$ cat src/rtl/stepgen_pkg.sv
// Shared types and widths for the step pulse shaper and its request buffer.
package stepgen_pkg;

    localparam int TIMER_W = 16;
    localparam int POS_W   = 32;

    typedef enum logic [1:0] {
        IDLE  = 2'd0,
        SETUP = 2'd1,
        HIGH  = 2'd2,
        LOW   = 2'd3
    } state_e;

    // A phase of N cycles is timed by loading N-1 and running down to zero,
    // because the cycle that loads the counter is itself the first cycle of the phase.
    function automatic logic [TIMER_W-1:0] phaseLoad(input int unsigned cycles);
        return TIMER_W'(cycles - 1);
    endfunction

endpackage

$ cat src/rtl/step_req_buffer.sv
// Edge detector on the raw step input feeding a single-entry request slot.
// A request that arrives while the slot is still occupied is lost and
// recorded in a sticky overflow flag.
module step_req_buffer
    import stepgen_pkg::*;
(
    input  logic clk,
    input  logic rst,
    input  logic enable_i,
    input  logic step_i,
    input  logic dir_i,
    input  logic consume_i,
    input  logic overflowClr_i,
    output logic pendValid_o,
    output logic pendValidNext_o,
    output logic pendDir_o,
    output logic overflow_o
);

    logic stepPrev_q;
    logic pendValid_q, pendValid_d;
    logic pendDir_q, pendDir_d;
    logic overflow_q, overflow_d;
    logic request;
    logic dropped;

    // A request is a low-to-high transition of step_i while enabled. The history
    // register keeps sampling even when disabled so that re-enabling while
    // step_i is already high does not fake an edge.
    assign request = enable_i & step_i & ~stepPrev_q;

    // The slot frees up in the same cycle the FSM takes it, so a request only
    // gets lost when the slot is full and nobody is taking it right now.
    assign dropped = request & pendValid_q & ~consume_i;

    // Next contents of the request slot and the overflow flag.
    always_comb begin
        pendValid_d = pendValid_q;
        pendDir_d   = pendDir_q;
        overflow_d  = overflow_q;
        if (!enable_i) begin
            pendValid_d = 1'b0;
        end else if (request && (!pendValid_q || consume_i)) begin
            pendValid_d = 1'b1;
            pendDir_d   = dir_i;
        end else if (consume_i) begin
            pendValid_d = 1'b0;
        end
        if (dropped) begin
            overflow_d = 1'b1;
        end else if (overflowClr_i) begin
            overflow_d = 1'b0;
        end
    end

    // Register the step history, the slot and the sticky flag.
    always_ff @(posedge clk or posedge rst) begin
        if (rst) begin
            stepPrev_q  <= 1'b0;
            pendValid_q <= 1'b0;
            pendDir_q   <= 1'b0;
            overflow_q  <= 1'b0;
        end else begin
            stepPrev_q  <= step_i;
            pendValid_q <= pendValid_d;
            pendDir_q   <= pendDir_d;
            overflow_q  <= overflow_d;
        end
    end

    assign pendValid_o     = pendValid_q;
    assign pendValidNext_o = pendValid_d;
    assign pendDir_o       = pendDir_q;
    assign overflow_o      = overflow_q;

endmodule

$ cat src/rtl/step_pulse_shaper.sv
// Turns raw step edges and a direction level into driver-safe STEP/DIR pins:
// fixed pulse width, minimum low time, direction setup before a rising step
// edge and direction hold after a falling one. Also keeps a signed count of
// the steps actually emitted.
module step_pulse_shaper
    import stepgen_pkg::*;
#(
    parameter int unsigned PULSE_WIDTH = 50,
    parameter int unsigned SPACE_WIDTH = 50,
    parameter int unsigned DIR_SETUP   = 100,
    parameter int unsigned DIR_HOLD    = 100
) (
    input  logic                    clk,
    input  logic                    rst,
    input  logic                    enable,
    input  logic                    step_in,
    input  logic                    dir_in,
    output logic                    step_out,
    output logic                    dir_out,
    output logic signed [POS_W-1:0] position,
    output logic                    overflow,
    input  logic                    overflow_clr,
    output logic                    busy
);

    localparam logic [TIMER_W-1:0] PULSE_LOAD = phaseLoad(PULSE_WIDTH);
    localparam logic [TIMER_W-1:0] SPACE_LOAD = phaseLoad(SPACE_WIDTH);
    localparam logic [TIMER_W-1:0] SETUP_LOAD = phaseLoad(DIR_SETUP);
    localparam logic [TIMER_W-1:0] HOLD_LOAD  = TIMER_W'(DIR_HOLD);

    state_e                    state_q;
    logic [TIMER_W-1:0]        cnt_q;
    logic [TIMER_W-1:0]        hold_q;
    logic                      step_q;
    logic                      dir_q;
    logic signed [POS_W-1:0]   pos_q;
    logic                      busy_q;

    logic pendValid;
    logic pendValid_d;
    logic pendDir;
    logic overflowFlag;

    logic cntZero;
    logic holdExpired;
    logic sameDir;
    logic consume;
    logic stepRise;
    logic pulseEnd;
    logic activeNext;
    logic busy_d;

    step_req_buffer uReqBuffer (
        .clk             (clk),
        .rst             (rst),
        .enable_i        (enable),
        .step_i          (step_in),
        .dir_i           (dir_in),
        .consume_i       (consume),
        .overflowClr_i   (overflow_clr),
        .pendValid_o     (pendValid),
        .pendValidNext_o (pendValid_d),
        .pendDir_o       (pendDir),
        .overflow_o      (overflowFlag)
    );

    assign cntZero     = (cnt_q == '0);
    assign holdExpired = (hold_q == '0);
    assign sameDir     = (pendDir == dir_q);

    // The FSM only takes a request from IDLE, and only when it can act on it
    // immediately: either the direction already matches, or the previous pulse's
    // hold window has fully elapsed so DIR may move. Otherwise it stays pending.
    assign consume = enable & (state_q == IDLE) & pendValid & (sameDir | holdExpired);

    // Rising step edges happen straight from IDLE on a same-direction request or
    // at the end of the setup window.
    assign stepRise = (consume & sameDir) | ((state_q == SETUP) & cntZero);

    // Falling step edge, which also opens the direction hold window.
    assign pulseEnd = (state_q == HIGH) & cntZero;

    // Whether the FSM will be outside IDLE after this edge; lets busy be a true
    // register instead of a decode of current state.
    assign activeNext = consume
                      | (state_q == SETUP)
                      | (state_q == HIGH)
                      | ((state_q == LOW) & ~cntZero);

    assign busy_d = activeNext | pendValid_d;

    // Pulse sequencing FSM: one shared down-counter times setup, high and low
    // phases; step and dir pins are driven straight from its registers.
    always_ff @(posedge clk or posedge rst) begin
        if (rst) begin
            state_q <= IDLE;
            cnt_q   <= '0;
            step_q  <= 1'b0;
            dir_q   <= 1'b0;
        end else begin
            case (state_q)
                IDLE: begin
                    if (consume) begin
                        if (sameDir) begin
                            step_q  <= 1'b1;
                            cnt_q   <= PULSE_LOAD;
                            state_q <= HIGH;
                        end else begin
                            dir_q   <= pendDir;
                            cnt_q   <= SETUP_LOAD;
                            state_q <= SETUP;
                        end
                    end
                end
                SETUP: begin
                    if (cntZero) begin
                        step_q  <= 1'b1;
                        cnt_q   <= PULSE_LOAD;
                        state_q <= HIGH;
                    end else begin
                        cnt_q <= cnt_q - 1'b1;
                    end
                end
                HIGH: begin
                    if (cntZero) begin
                        step_q  <= 1'b0;
                        cnt_q   <= SPACE_LOAD;
                        state_q <= LOW;
                    end else begin
                        cnt_q <= cnt_q - 1'b1;
                    end
                end
                LOW: begin
                    if (cntZero) begin
                        state_q <= IDLE;
                    end else begin
                        cnt_q <= cnt_q - 1'b1;
                    end
                end
                default: begin
                    state_q <= IDLE;
                end
            endcase
        end
    end

    // Direction hold timer: reloaded on every falling step edge, then runs
    // down and parks at zero. Reset parks it at zero so the very first
    // direction change needs no wait.
    always_ff @(posedge clk or posedge rst) begin
        if (rst) begin
            hold_q <= '0;
        end else if (pulseEnd) begin
            hold_q <= HOLD_LOAD;
        end else if (!holdExpired) begin
            hold_q <= hold_q - 1'b1;
        end
    end

    // Position follows the pins: counted on the rising edge in the direction
    // DIR is showing at that moment, wrapping freely at the register width.
    always_ff @(posedge clk or posedge rst) begin
        if (rst) begin
            pos_q <= '0;
        end else if (stepRise) begin
            if (dir_q) begin
                pos_q <= pos_q + POS_W'(1);
            end else begin
                pos_q <= pos_q - POS_W'(1);
            end
        end
    end

    // Busy covers both an active pulse sequence and a request still waiting.
    always_ff @(posedge clk or posedge rst) begin
        if (rst) begin
            busy_q <= 1'b0;
        end else begin
            busy_q <= busy_d;
        end
    end

    assign step_out = step_q;
    assign dir_out  = dir_q;
    assign position = pos_q;
    assign overflow = overflowFlag;
    assign busy     = busy_q;

endmodule

$ cat config.mk
export PLATFORM = sky130hd
export DESIGN_NAME = step_pulse_shaper
export DESIGN_NICKNAME = d
export VERILOG_FILES = /design/src/rtl/stepgen_pkg.sv /design/src/rtl/step_req_buffer.sv /design/src/rtl/step_pulse_shaper.sv
export SDC_FILE = /design/constraint.sdc
export NUM_CORES = 1
export LEC_CHECK = 0
export ABC_AREA = 1
export BUFFER_PORTS_ARGS = -buffer_cell sky130_fd_sc_hd__buf_2
export CELL_PAD_IN_SITES_DETAIL_PLACEMENT = 1
export CELL_PAD_IN_SITES_GLOBAL_PLACEMENT = 1
export CORE_MARGIN = 2
export CORE_UTILIZATION = 48
export DETAILED_ROUTE_END_ITERATION = 10
export MAX_ROUTING_LAYER = met4
export PLACE_DENSITY_LB_ADDON = 0.08
export REMOVE_ABC_BUFFERS = 1
export SLEW_MARGIN = 20
export SYNTH_ARGS = -nofsm -noshare
export SYNTH_HDL_FRONTEND = slang
export SYNTH_HIERARCHICAL = 1
export SYNTH_SLANG_ARGS = --single-unit
$ cat constraint.sdc
create_clock -name clk -period 7 [get_ports clk]
set_input_delay 0.35 -clock clk [delete_from_list [all_inputs] [get_ports clk]]
set_output_delay 0.35 -clock clk [all_outputs]
set_load 0.01 [all_outputs]
# Word level (Yosys, flattened, before mapping)
# Cells that the tools add are included.
# word_totals
ff_bits	73
latchBits	0
ram_bits	0
romBits	0
input_bits	6
output_inout_bits	36
wordCells	85
mem_count	0
# classes
add_sub_neg	4
mul	0
n_div	0
order_cmp	0
eq_ne	11
shift	0
mux	24
bitwise	21
reduce_logical	14
# op_table
cell	count
16-bit two-way mux	5
16-bit one-hot mux with 3 select lines	1
32-bit by 2-bit adder with 32-bit output, second input constant	1
16-bit zero test	2
32-bit two-way mux	1
16-bit by 1-bit subtractor with 16-bit output, second input constant	2
32-bit by 2-bit subtractor with 32-bit output, second input constant	1
2-bit inequality test, second input constant	6
1-bit AND	11
2-bit two-way mux	5
1-bit two-way mux	9
2-bit one-hot mux with 4 select lines	1
7-bit two-way mux	1
1-bit OR	6
5-bit AND reduction	1
2-bit equality test, second input constant	2
1-bit inverter	4
2-bit AND reduction	2
4-bit AND reduction	1
1-bit one-hot mux with 3 select lines	1
3-bit AND reduction	1
3-bit nonzero test	1
2-bit by 1-bit equality test with 1-bit output, second input constant	1
2-bit zero test	1
other kinds (7)	7

# Depth between registers and ports, before layout
# Gate-level depths: netlist of run 1.
# depth
word_depth	9
ltp_mapped	14
mapped_depth_nobuf	14

# Cells and area by module
# The synthesis of run 1 kept the hierarchy.
# by_module_without_submodules
module	instances	cells_each	area_each_um2	seq_area_each_um2
step_pulse_shaper	1	959	6147.1	1726.7
step_req_buffer	1	19	170.2	100.1

# Worst setup path before layout of run 1
# No wires, ideal clock.
# synth_timing
path_type	register -> register
from	register dir_q (netlist: dir_out)
to	register pos_q[31] (netlist: position[31])
setup_ps	117
arrival_ps	2347
t_required_ps	6883
setup_slack_ps	4537
stages_incl_launch_ff	14
path_buffers	0
synth_period_minus_slack_ps	2463
cell_sequence	dfrtp_1 inv_1 ha_1 or2_2 nand3_1 nand2_1 nand2_1 nand2_1 nand2_1 nand2_1 nand2_1 nand2_1 nand2_1 nand2_1
# synth_via
elab_chain_len	5
word_cells_on_any_way	6
cone_classes	eq/ne (1); mux (1); bitwise (4)
# synth_lines
item	line_no	text
start, declared	step_pulse_shaper.sv:35	logic dir_q;
start signal, assigned	step_pulse_shaper.sv:109	dir_q <= pendDir;
1-bit equality test	step_pulse_shaper.sv:69	assign sameDir = (pendDir == dir_q);
1-bit OR	step_pulse_shaper.sv:74	assign consume = enable & (state_q == IDLE) & pendValid & (sameDir | holdExpired);
1-bit AND	step_pulse_shaper.sv:74	
1-bit AND	step_pulse_shaper.sv:78	assign stepRise = (consume & sameDir) | ((state_q == SETUP) & cntZero);
1-bit OR	step_pulse_shaper.sv:78	
end signal, assigned	step_pulse_shaper.sv:167	pos_q <= pos_q + POS_W'(1);
end signal, assigned	step_pulse_shaper.sv:169	pos_q <= pos_q - POS_W'(1);
end, declared	step_pulse_shaper.sv:36	logic signed [POS_W-1:0] pos_q;
# Several ways; a longest one is shown, not always the timed one.
# A chain may end at the register's enable or synchronous reset.

# Final worst setup path of run 1
# layout_timing
from	register cnt_q[0]
to	register pos_q[16] (netlist: position[16])
# layout_via
elab_chain_len	3
# layout_lines
item	line_no	text
start, declared	step_pulse_shaper.sv:32	logic [TIMER_W-1:0] cnt_q;
start signal, assigned	step_pulse_shaper.sv:121	cnt_q <= cnt_q - 1'b1;
start signal, assigned	step_pulse_shaper.sv:130	cnt_q <= cnt_q - 1'b1;
start signal, assigned	step_pulse_shaper.sv:137	cnt_q <= cnt_q - 1'b1;
16-bit zero test	step_pulse_shaper.sv:67	assign cntZero = (cnt_q == '0);
1-bit AND	step_pulse_shaper.sv:78	
1-bit OR	step_pulse_shaper.sv:78	
# No other way between the ends.

==> results by group, run 1 <==
Floorplanning
  • Initial Utilization: about half
  • Core area: 12700 sq um
  • Num rows: around 40
  • Area of the die: roughly 14000 sq um
  • Die H: about 120 um
  • IO Pins: 42
  • Die X: between 100 and 150 um

Hold path
  • Worst Hold Class: input pin to register

Logic synthesis
  • EDFF count, synth: 0
  • Synth area leader: dfrtp_1
  • Synth cell types: 42
  • Post-Syn Area per Cell: 6.46 sq um
  • Post-synth top cells: 346 x nand2_1, 162 x inv_1, 88 x nor2_1
  • Share of the synthesized area in the top cell type: between 20% and 30%
  • Ys flop type: dfrtp_1
  • Mapped Cells: 978
  • Top-count cell post-synth: nand2_1
  • Ranking of synthesized cells by area: dfrtp_1 29%, nand2_1 21%, inv_1 9.6%
  • Synthesis Warnings: 6
  • Ys async rst share: 100%
  • Post-synthesis sequential area ratio: between 20 and 30%
  • Flops & latches, synth: between 70 and 80
  • Cell Area, Synth: around 6300 sq um

Global routing
  • Vias in the first global route: 6646
  • Antenna violations before repair: 0
  • Global-route wire length before repair: around 32 mm
  • Tot GR Track Use: slightly below 30%
  • Largest net degree at the start of global routing: 70
  • GRT Residual Overflow: 0

Clocking
  • Clk slew on worst S/H paths: roughly 60 ps
  • Clock buffers created by TritonCTS: 9
  • H-Tree Level Count: 3
  • CTS root buf: clkbuf_16
  • Sink Count: between 70 and 80
  • Skew-Pair Late Insertion Delay: around 350 ps
  • Post-cts resize count: 0
  • CTS tree: done
  • Max clock buf depth: 2

STA
  • Slew @ Worst Pin: 963 ps
  • Minimum clock period: ~2700 ps
  • Final Setup Violations: 0
  • Final setup TNS: 0 ps
  • RSZ-0062 raised after global routing: false
  • Final WS setup: ~4300 ps
  • Final Skew: 9.85 ps
  • Tcrit/Tclk final: 38.3%
  • Max transition margin: 35.8%
  • Fin. Hold Viols: 0
  • Final count of pins violating max slew: 0
  • Max frequency: 373 MHz

Pwr
  • Sw Share: around 23%
  • NetSw: between 0.2 and 0.25 mW
  • Sequential share of power: between 40% and 50%
  • Pleak: about 4.0 nW
  • P per Cell Area: ~140 nW/um^2
  • Worst IR drop on VDD: between 0.0001 and 0.00015 V
  • Int Power: approximately 0.75 mW
  • Clock power frac: 54.3%
  • Gate power share: 1.7%

Worst setup path
  • CP peak stage delay: about 680 ps
  • CP max FO: 47
  • Critical Path RT: between 7000 and 8000 ps
  • Slowest cell on crit path: inv_2
  • WS Path Type: register to register
  • Startpoint Class: register
  • Crit end category: register
  • Worst path arrival time: between 2000 and 3000 ps
  • Critical-path cell list: inv_1 -> ha_1 -> nand2_1 -> nor2_1 -> nand2_1 -> inv_2 -> nand2_2 -> nand2_4 -> inv_2 -> o21ai_0

Drt
  • Met2 WL post-DR: about 9.3 mm
  • Pre-Repair DR Iteration Count: 4
  • DR WL/cell: about 15 um
  • DR iter-0 viols: roughly 260
  • Final wirelength: 18.4 mm
  • Vias post-DR: approximately 6200
  • Routed Antenna Nets: 0
  • Uppermost layer routed: met4
  • Routed length on met1: 8.48 mm
  • Vias per cell: just over 5
  • # DRC: 0
  • DR WL met3: 329 um

Cells and area
  • Synth-to-layout area growth: 10.6%
  • Antenna cells: 0
  • # nets final: 1068
  • Share of post-route cells with drive strength above 1: under 10%

Placement
  • Detailed placement HPWL: 14.0 mm
  • # port buffers: between 40 and 50
  • GPL Wtd Cong: a little under 0.9
  • Pre-CTS setup slack: around 4300 ps

Run
  • Max-cap viol count: 0

Outcome
  • Outcome: finished clean
-- through the flow --
stage | instance area, sq um | power [mW] | std cells | hold slack (ps) | utilization [%]
after floorplan | 6210 | 0.444 | 967 | 116 | -
after global placement | 6650 | 0.451 | 1182 | 259 | 52.2
after detailed placement | 6650 | 0.451 | 1182 | 262 | 52.2
after CTS | 6990 | 0.978 | 1199 | 122 | 54.9
after global routing | 6990 | 0.995 | 1199 | 127 | 54.9
final | 6990 | 0.970 | 1199 | 125 | 54.9
-- final timing paths --
path / from / slack, ps / endpoint / cells past startpoint
max in group asynchronous: rst / 5520 / position[13] / 4
max: cnt_q[0] / 4320 / position[16] / 10
max reg2reg: cnt_q[0] / 4320 / position[16] / 10
min in group asynchronous: rst / 450 / uReqBuffer/stepPrev_q / 3
min: step_in / 120 / uReqBuffer/stepPrev_q / 1
min reg2reg: step_out / 500 / step_out / 2
-- per-layer routing --
layer  up-vias  GRT usage, %
li1       3139             -
met5         -             -
met3        31          2.90
met1      2972          36.2
met2        62          50.2
met4         0          8.41
-- flip-flops by register name (all words and copies together), names as in the netlist --
| signal | count |
|---|---|
| uReqBuffer/stepPrev_q | 1 |
| uReqBuffer/pendDir_o | 1 |
| state_q | 2 |
| step_out | 1 |
| position | 32 |
| hold_q | 16 |
| uReqBuffer/overflow_o | 1 |
| uReqBuffer/pendValid_o | 1 |
| busy | 1 |
| dir_out | 1 |
| cnt_q | 16 |
-- cell type report --
class                   instances  area, sq um
flip-flops and latches         73         1830
multi-input cells             728         3760
well taps                     172          215
repair buffers                 44          230
fillers                      1805         5740
clock inverters                 6         91.3
inverters                     166          628
clock buffers                  10          239
-- power by group through the flow --
stage | registers (mW) | clock network, mW | logic [mW]
floorplan | 0.433 | 0 | 0.0105
global placement | 0.434 | 0 | 0.0169
detailed placement | 0.434 | 0 | 0.0174
CTS | 0.426 | 0.534 | 0.0178
global route | 0.426 | 0.549 | 0.0199
finish | 0.426 | 0.527 | 0.0169
-- cells by family after synthesis --
family | Yosys count | synth area share, %
and+or+nand+nor | 572 | 39.3
buffers and inverters | 177 | 11.6
AOI/OAI and AO/OA | 84 | 7.68
DFF | 73 | 28.9
adders and majority gates | 40 | 8.04
xor gates and xnor gates | 32 | 4.44
-- worst max-delay path, delay by kind of cell (launching register included) --
kind / cells / cell delay, ps
fa+ha+maj: 1 / 260
flops: 1 / 390
compound gates: 1 / 230
simple gates: 5 / 690
buf+inv: 3 / 900
-- cells in the final DEF (no fill, tap or decap), types with 25 or more instances in the layout --
cell and count:
dfrtp_1 73, inv_1 161, o21ai_0 32, a21oi_1 25, buf_2 41, nand2_1 346
ha_1 39, nor2_1 88, nand3_1 84
-- repair_timing --
item	in CTS	in global routing
setup buffers	0	0
hold endpoints to repair	4	0
hold buffers	1	0
No activity file was read; power rests on OpenSTA's default activity.
==> inputs of run 2 (changes only) <==
--- a/config.mk
+++ b/config.mk
@@ -5,12 +5,12 @@
 export SDC_FILE = /design/constraint.sdc
 export NUM_CORES = 1
 export LEC_CHECK = 0
-export ABC_AREA = 1
+export ABC_AREA = 0
 export BUFFER_PORTS_ARGS = -buffer_cell sky130_fd_sc_hd__buf_2
 export CELL_PAD_IN_SITES_DETAIL_PLACEMENT = 1
 export CELL_PAD_IN_SITES_GLOBAL_PLACEMENT = 1
 export CORE_MARGIN = 2
-export CORE_UTILIZATION = 48
+export CORE_UTILIZATION = 46
 export DETAILED_ROUTE_END_ITERATION = 10
 export MAX_ROUTING_LAYER = met4
 export PLACE_DENSITY_LB_ADDON = 0.08
==> constraint.sdc (replaced) <==
create_clock -name clk -period 2.7 [get_ports clk]
set_input_delay 0.135 -clock clk [delete_from_list [all_inputs] [get_ports clk]]
set_output_delay 0.135 -clock clk [all_outputs]
set_load 0.01 [all_outputs]
==> run 2 against run 1 <==
  * The run now ends with setup timing left
  * Count of clock-buffer cells in the layout stayed put
  * Routed wire length shrank 10%
  * Global-route usage is 2.4 points lower
  * Setup slack worse by 4400 ps
  * Critical path type unchanged
==> results by group, run 2 <==
Worst setup path
  • Slowest cell on crit path: a2111o_1
  • Critical Path RT: between 2000 and 3000 ps
  • CP bufs+invs: 3
  • Crit path top cell by count: a21oi_2
  • CP max FO: 6
  • CP peak stage delay: between 400 and 500 ps
  • Worst path arrival time: approximately 3000 ps
  • Startpoint Class: register
  • CP delay by family, top: compound AO/OA/AOI/OAI gates
  • Crit end category: register
  • WS Path Type: register to register
  • Critical-path cell list: inv_4 -> buf_12 -> ha_2 -> o21ai_0 -> a21oi_2 -> o21ai_2 -> a21oi_2 -> buf_4 -> a21o_1 -> a2111o_1 -> o211ai_2 -> xor2_1

Drt
  • Pre-Repair DR Iteration Count: 4
  • Routed Antenna Nets: 0
  • Final wirelength: between 15 and 20 mm
  • Vias per cell: 5.91
  • DR iter-0 viols: 174
  • # DRC: 0
  • DR WL/cell: about 20 um
  • Vias post-DR: 4834

Cells and area
  • Most common cell after layout, fill and taps aside: dfrtp_1
  • Max reg flops: 32
  • Fin cells: 818
  • Most frequent cells in the layout: 73 x dfrtp_1, 65 x nor2_1, 65 x buf_4, 50 x nand2_1, 43 x a21oi_1
  • Share of post-route cells with drive strength above 1: between 20 and 30%
  • # nets final: slightly above 700
  • Antenna cells: 0
  • Synth-to-layout area growth: 33.8%

Placement
  • GPL Wtd Cong: between 0.8 and 0.9
  • DP Cell Count: between 700 and 800
  • Detailed placement HPWL: 10.1 mm
  • # port buffers: about 40

Logic synthesis
  • Synth cell types: 62
  • Share of the synthesized area in the top cell type: a little under two fifths
  • Post-synthesis compound-gate area fraction: about 20%
  • Ranking of synthesized cells by area: dfrtp_1 37%, ha_1 9.9%, a21oi_1 5.9%
  • Cell Area, Synth: about 5000 sq um
  • Ys async rst share: 100%
  • Post-Syn Area per Cell: 8.74 sq um
  • Post-synth top cells: 73 x dfrtp_1, 66 x nor2_1, 58 x a21oi_1
  • Synth Area in XOR/XNOR: under 10%
  • EDFF count, synth: 0
  • Flops & latches, synth: 73
  • Mapped Cells: between 500 and 600
  • Adder-Cell Fraction of Synth Area: between 10% and 20%
  • Ys flop type: dfrtp_1
  • Synthesis Warnings: 6
  • Synth Area in Simple Gates: between 20% and 30%
  • Top-count cell post-synth: dfrtp_1
  • Main combinational cell family by area after synthesis: simple AND/OR/NAND/NOR gates
  • Post-synthesis sequential area ratio: 37.0%
  • Synth area leader: dfrtp_1
  • Multiplexer area fraction after synthesis: less than 1%

Floorplanning
  • Die X: between 100 and 150 um
  • Num rows: 37
  • Die H: ~110 um
  • Area of the die: 11600 sq um
  • IO Pins: 42
  • Core area: 10400 sq um
  • Initial Utilization: between 40 and 50%

Outcome
  • Outcome: finished with violations
  • Failing checks: setup timing

Clocking
  • Clk slew on worst S/H paths: 80 ps
  • H-Tree Level Count: 3
  • Sink Count: 73
  • CTS root buf: clkbuf_8
  • Clock buffers created by TritonCTS: 9
  • CTS tree: done
  • Skew-Pair Late Insertion Delay: around 370 ps
  • Max clock buf depth: 2

STA
  • Fin. Hold Viols: 0
  • Max frequency: 364 MHz
  • Slew @ Worst Pin: around 600 ps
  • Tcrit/Tclk final: 102%
  • RSZ-0062 raised after global routing: true
  • Final Setup Violations: 1
  • Final WS setup: -49.5 ps
  • Minimum clock period: about 2700 ps
  • Final Skew: 17.6 ps
  • Final count of pins violating max slew: 0
  • Max transition margin: about three fifths
  • Final setup TNS: -49.5 ps

Run
  • Max-cap viol count: 0

Global routing
  • Global-route wire length before repair: 24.0 mm
  • GRT Residual Overflow: 0
  • Antenna violations before repair: 0
  • Vias in the first global route: about 5000
  • Tot GR Track Use: a little over a quarter
  • Largest net degree at the start of global routing: 70

Pwr
  • Pleak: 3.01 nW
  • Worst IR drop on VDD: roughly 0.0002 V
  • P per Cell Area: roughly 350 nW/um^2

Hold path
  • Worst Hold Class: input pin to register
-- run 2: cell types whose count changed after synthesis, sizes merged, moves of 5 or more --
cell / delta
a21o: +13
or3: +8
a21oi: +34
nand2: -300
a211oi: +7
o211ai: +5
nor2: -27
clkbuf: +7
o31ai: +9
and2: +5
xor2: +13
nand3: -73
inv: -142
o21ai: -16
-- run 2: cell families (layout without fill, tap and decap cells) --
family	after synthesis	after routing
adders and majority gates	40	40
xor gates and xnor gates	46	46
DFF	73	73
muxes	2	2
AOI/OAI and AO/OA	158	158
and+or+nand+nor	207	207
buffers and inverters	39	156
-- run 2: report_power, final --
group,switching [mW],leakage (nW),total (mW),internal (mW)
Combinational,0.0406,2.01,0.0622,0.0216
Sequential,0.00599,0.870,1.10,1.10
Clock,0.450,0.127,1.15,0.705
Total,0.496,3.01,2.32,1.82
-- run 2: metal layers --
layer	routed length, um	part of all wire, %	vias to the layer above	GRT usage (%)
li1	-	-	2241	-
met1	6720	41	2414	29.8
met2	8790	53	121	48.6
met3	477	2.9	58	4.12
met4	571	3.4	0	9.16
met5	0	0	-	-
-- run 2: repair_timing --
item | in CTS | in global routing
hold buffers | 3 | 0
setup buffers | 1 | 6
resized for setup | 10 | 68
cloned | 0 | 3
endpoints found under the setup margin | 9 | 29
pin swaps | 1 | 16
endpoints found under the hold margin | 75 | 0
-- run 2: area by class of cell --
cell class / instances / area [sq um]
sequential: 73 / 1830
fill: 1200 / 3760
timing repair buffer: 118 / 901
tap: 136 / 170
clock inverter: 5 / 129
inverter: 23 / 88.8
clock buffer: 10 / 128
multi-input combinational: 453 / 3360
-- run 2: final timing paths --
kind / start / end / slack [ps] / cells past startpoint
max: dir_out / position[31] / -50 / 12
min: dir_in / uReqBuffer/pendDir_o / 10 / 2
max reg2reg: dir_out / position[31] / -50 / 12
min reg2reg: cnt_q[4] / cnt_q[4] / 520 / 2
max in group asynchronous: rst / position[23] / 1950 / 4
min in group asynchronous: rst / uReqBuffer/stepPrev_q / 260 / 3
-- run 2: through the flow --
stage | util (%) | hold WS [ps] | setup WS, ps | power, mW | instance area (sq um)
2_1_floorplan | - | -98.9 | -520 | 1.15 | 4860
3_3_place_gp | 55.6 | 55.7 | -54.5 | 1.18 | 5770
3_5_place_dp | 55.6 | 59.3 | -157 | 1.18 | 5770
4_1_cts | 58.8 | 6.62 | -69.8 | 2.34 | 6100
5_1_grt | 63.7 | 20.0 | -138 | 2.39 | 6610
6_report | 63.7 | 13.8 | -49.5 | 2.32 | 6610
==> inputs of run 3 (changes only) <==
--- a/config.mk
+++ b/config.mk
@@ -12,7 +12,6 @@
 export CORE_MARGIN = 2
 export CORE_UTILIZATION = 46
 export DETAILED_ROUTE_END_ITERATION = 10
-export MAX_ROUTING_LAYER = met4
 export PLACE_DENSITY_LB_ADDON = 0.08
 export REMOVE_ABC_BUFFERS = 1
 export SLEW_MARGIN = 20
==> run 3 against run 2 <==
  * The flow still finishes with violations (setup timing)
  * Highest routed layer unchanged
  * Setup slack improved by 9.4 ps
  * Critical path depth did not move
  * Non-clock buffer count did not move
  * Global-route usage fell by 0.67 points
==> results by group, run 3 (same netlist as run 2, synthesis figures left out) <==
Worst setup path
  • CP max FO: 6
  • Worst path arrival time: ~3000 ps
  • Startpoint Class: register
  • Critical Path RT: slightly below 3000 ps
  • Crit end category: register
  • WS Path Type: register to register

STA
  • Final Skew: between 10 and 15 ps
  • Final count of pins violating max slew: 0
  • RSZ-0062 raised after global routing: true
  • Final WS setup: -40.2 ps
  • Slew @ Worst Pin: between 600 and 700 ps
  • Max frequency: ~360 MHz
  • Minimum clock period: 2740 ps
  • Max transition margin: 58.5%
  • Tcrit/Tclk final: 101%
  • Final Setup Violations: 1
  • Fin. Hold Viols: 0

Floorplanning
  • Core area: around 10000 sq um
  • Die X: around 110 um
  • Area of the die: 11600 sq um
  • Num rows: 37
  • IO Pins: 42
  • Die H: 108 um
  • Initial Utilization: 47.6%

Placement
  • Placed cell areas: between 5000 and 6000 sq um
  • # port buffers: 41
  • Detailed placement HPWL: ~10 mm
  • Pre-CTS setup slack: -157 ps
  • DP Cell Count: 790
  • GPL Wtd Cong: about 0.86

Drt
  • Final wirelength: approximately 17 mm
  • Pre-Repair DR Iteration Count: 4
  • Routed Antenna Nets: 0
  • DR iter-0 viols: 209
  • DR WL/cell: about 20 um
  • Vias per cell: roughly 5.9
  • Vias post-DR: about 4800
  • # DRC: 0

Clocking
  • CTS tree: done
  • CTS root buf: clkbuf_8
  • Max clock buf depth: 2
  • Clock buffers created by TritonCTS: 9
  • Clk slew on worst S/H paths: about 80 ps
  • Sink Count: 73
  • H-Tree Level Count: 3
  • Skew-Pair Late Insertion Delay: roughly 360 ps

Global routing
  • Largest net degree at the start of global routing: 70
  • Gr busiest metal: met2
  • M3 GR Usage: roughly 3.9%
  • Global-route wire length before repair: between 20 and 25 mm
  • GRT Residual Overflow: 0
  • Met2 Use GR: 48.5%
  • Vias in the first global route: around 5100
  • M1 GR Usage: around 30%
  • Antenna violations before repair: 0
  • Tot GR Track Use: 26.1%

Cells and area
  • Max reg flops: 32
  • Fillers: 1200
  • Share of post-route cells with drive strength above 1: roughly 29%
  • Most frequent cells in the layout: 73 x dfrtp_1, 65 x nor2_1, 65 x buf_4, 50 x nand2_1, 43 x a21oi_1
  • Synth-to-layout area growth: 33.8%
  • Fin util: between 60% and 70%
  • # nets final: ~720
  • Fin area: 6610 sq um
  • Antenna cells: 0
  • Most common cell after layout, fill and taps aside: dfrtp_1
  • Fin cells: between 800 and 900

Hold path
  • Worst Hold Class: input pin to register

Pwr
  • Worst IR drop on VDD: between 0.0002 and 0.00025 V
  • Pwr Total: 2.31 mW
  • P per Cell Area: 350 nW/um^2
  • Pleak: 3.01 nW

Outcome
  • Failing checks: setup timing
  • Outcome: finished with violations

Run
  • Max-cap viol count: 0
run 3: per-stage QoR:
| step | setup TNS, ps | hold slack [ps] |
|---|---|---|
| floorplan | -2940 | -98.9 |
| global placement | -59.3 | 55.7 |
| detailed placement | -534 | 59.3 |
| CTS | -180 | 6.62 |
| global route | -798 | 18.7 |
| finish | -40.2 | 18.7 |
run 3: final cells by class:
class / instances / area (sq um) / share of cell area, %
Clock inverter: 5 / 129 / 1.95
Clock buffer: 10 / 128 / 1.93
Timing Repair Buffer: 118 / 901 / 13.6
Multi-Input combinational cell: 453 / 3360 / 50.9
Sequential cell: 73 / 1830 / 27.6
Tap cell: 136 / 170 / 2.58
Inverter: 23 / 88.8 / 1.34
run 3: where the power goes:
group	total [mW]	internal [mW]	switching [mW]
sequential	1.10	1.10	0.00606
clock	1.15	0.705	0.441
combinational	0.0620	0.0216	0.0404
run 3: final timing paths:
| path | startpoint | slack, ps | depth (start not counted) | endpoint |
|---|---|---|---|---|
| setup / recovery | dir_out | -40 | 12 | position[31] |
| min in group asynchronous | rst | 260 | 3 | uReqBuffer/stepPrev_q |
| hold / removal | dir_in | 20 | 2 | uReqBuffer/pendDir_o |
| max in group asynchronous | rst | 1950 | 4 | position[23] |
| hold reg to reg | cnt_q[4] | 520 | 2 | cnt_q[4] |
| setup reg to reg | dir_out | -40 | 12 | position[31] |
run 3: critical path, cell delays in order, from the launching register on:
cell and delay (ps):
dfrtp_1 410, inv_4 130, buf_12 150, ha_2 310, o21ai_0 360, a21oi_2 120, o21ai_2 100, a21oi_2 70
buf_4 140, a21o_1 180, a2111o_1 420, o211ai_2 70, xor2_1 170
run 3: repair_timing:
action | in CTS | in global routing
buffers inserted | 1 | 6
gates cloned | 0 | 3
endpoints found under the setup margin | 9 | 28
pin swaps | 1 | 16
gates resized for setup | 10 | 68
hold buffers | 3 | 0
endpoints found under the hold margin | 75 | 0
run 3: per-layer routing:
metal,vias to the layer above,wire [um]
met3,56,476
li1,2241,-
met5,-,0
met4,0,537
met1,2418,6660
met2,132,8850
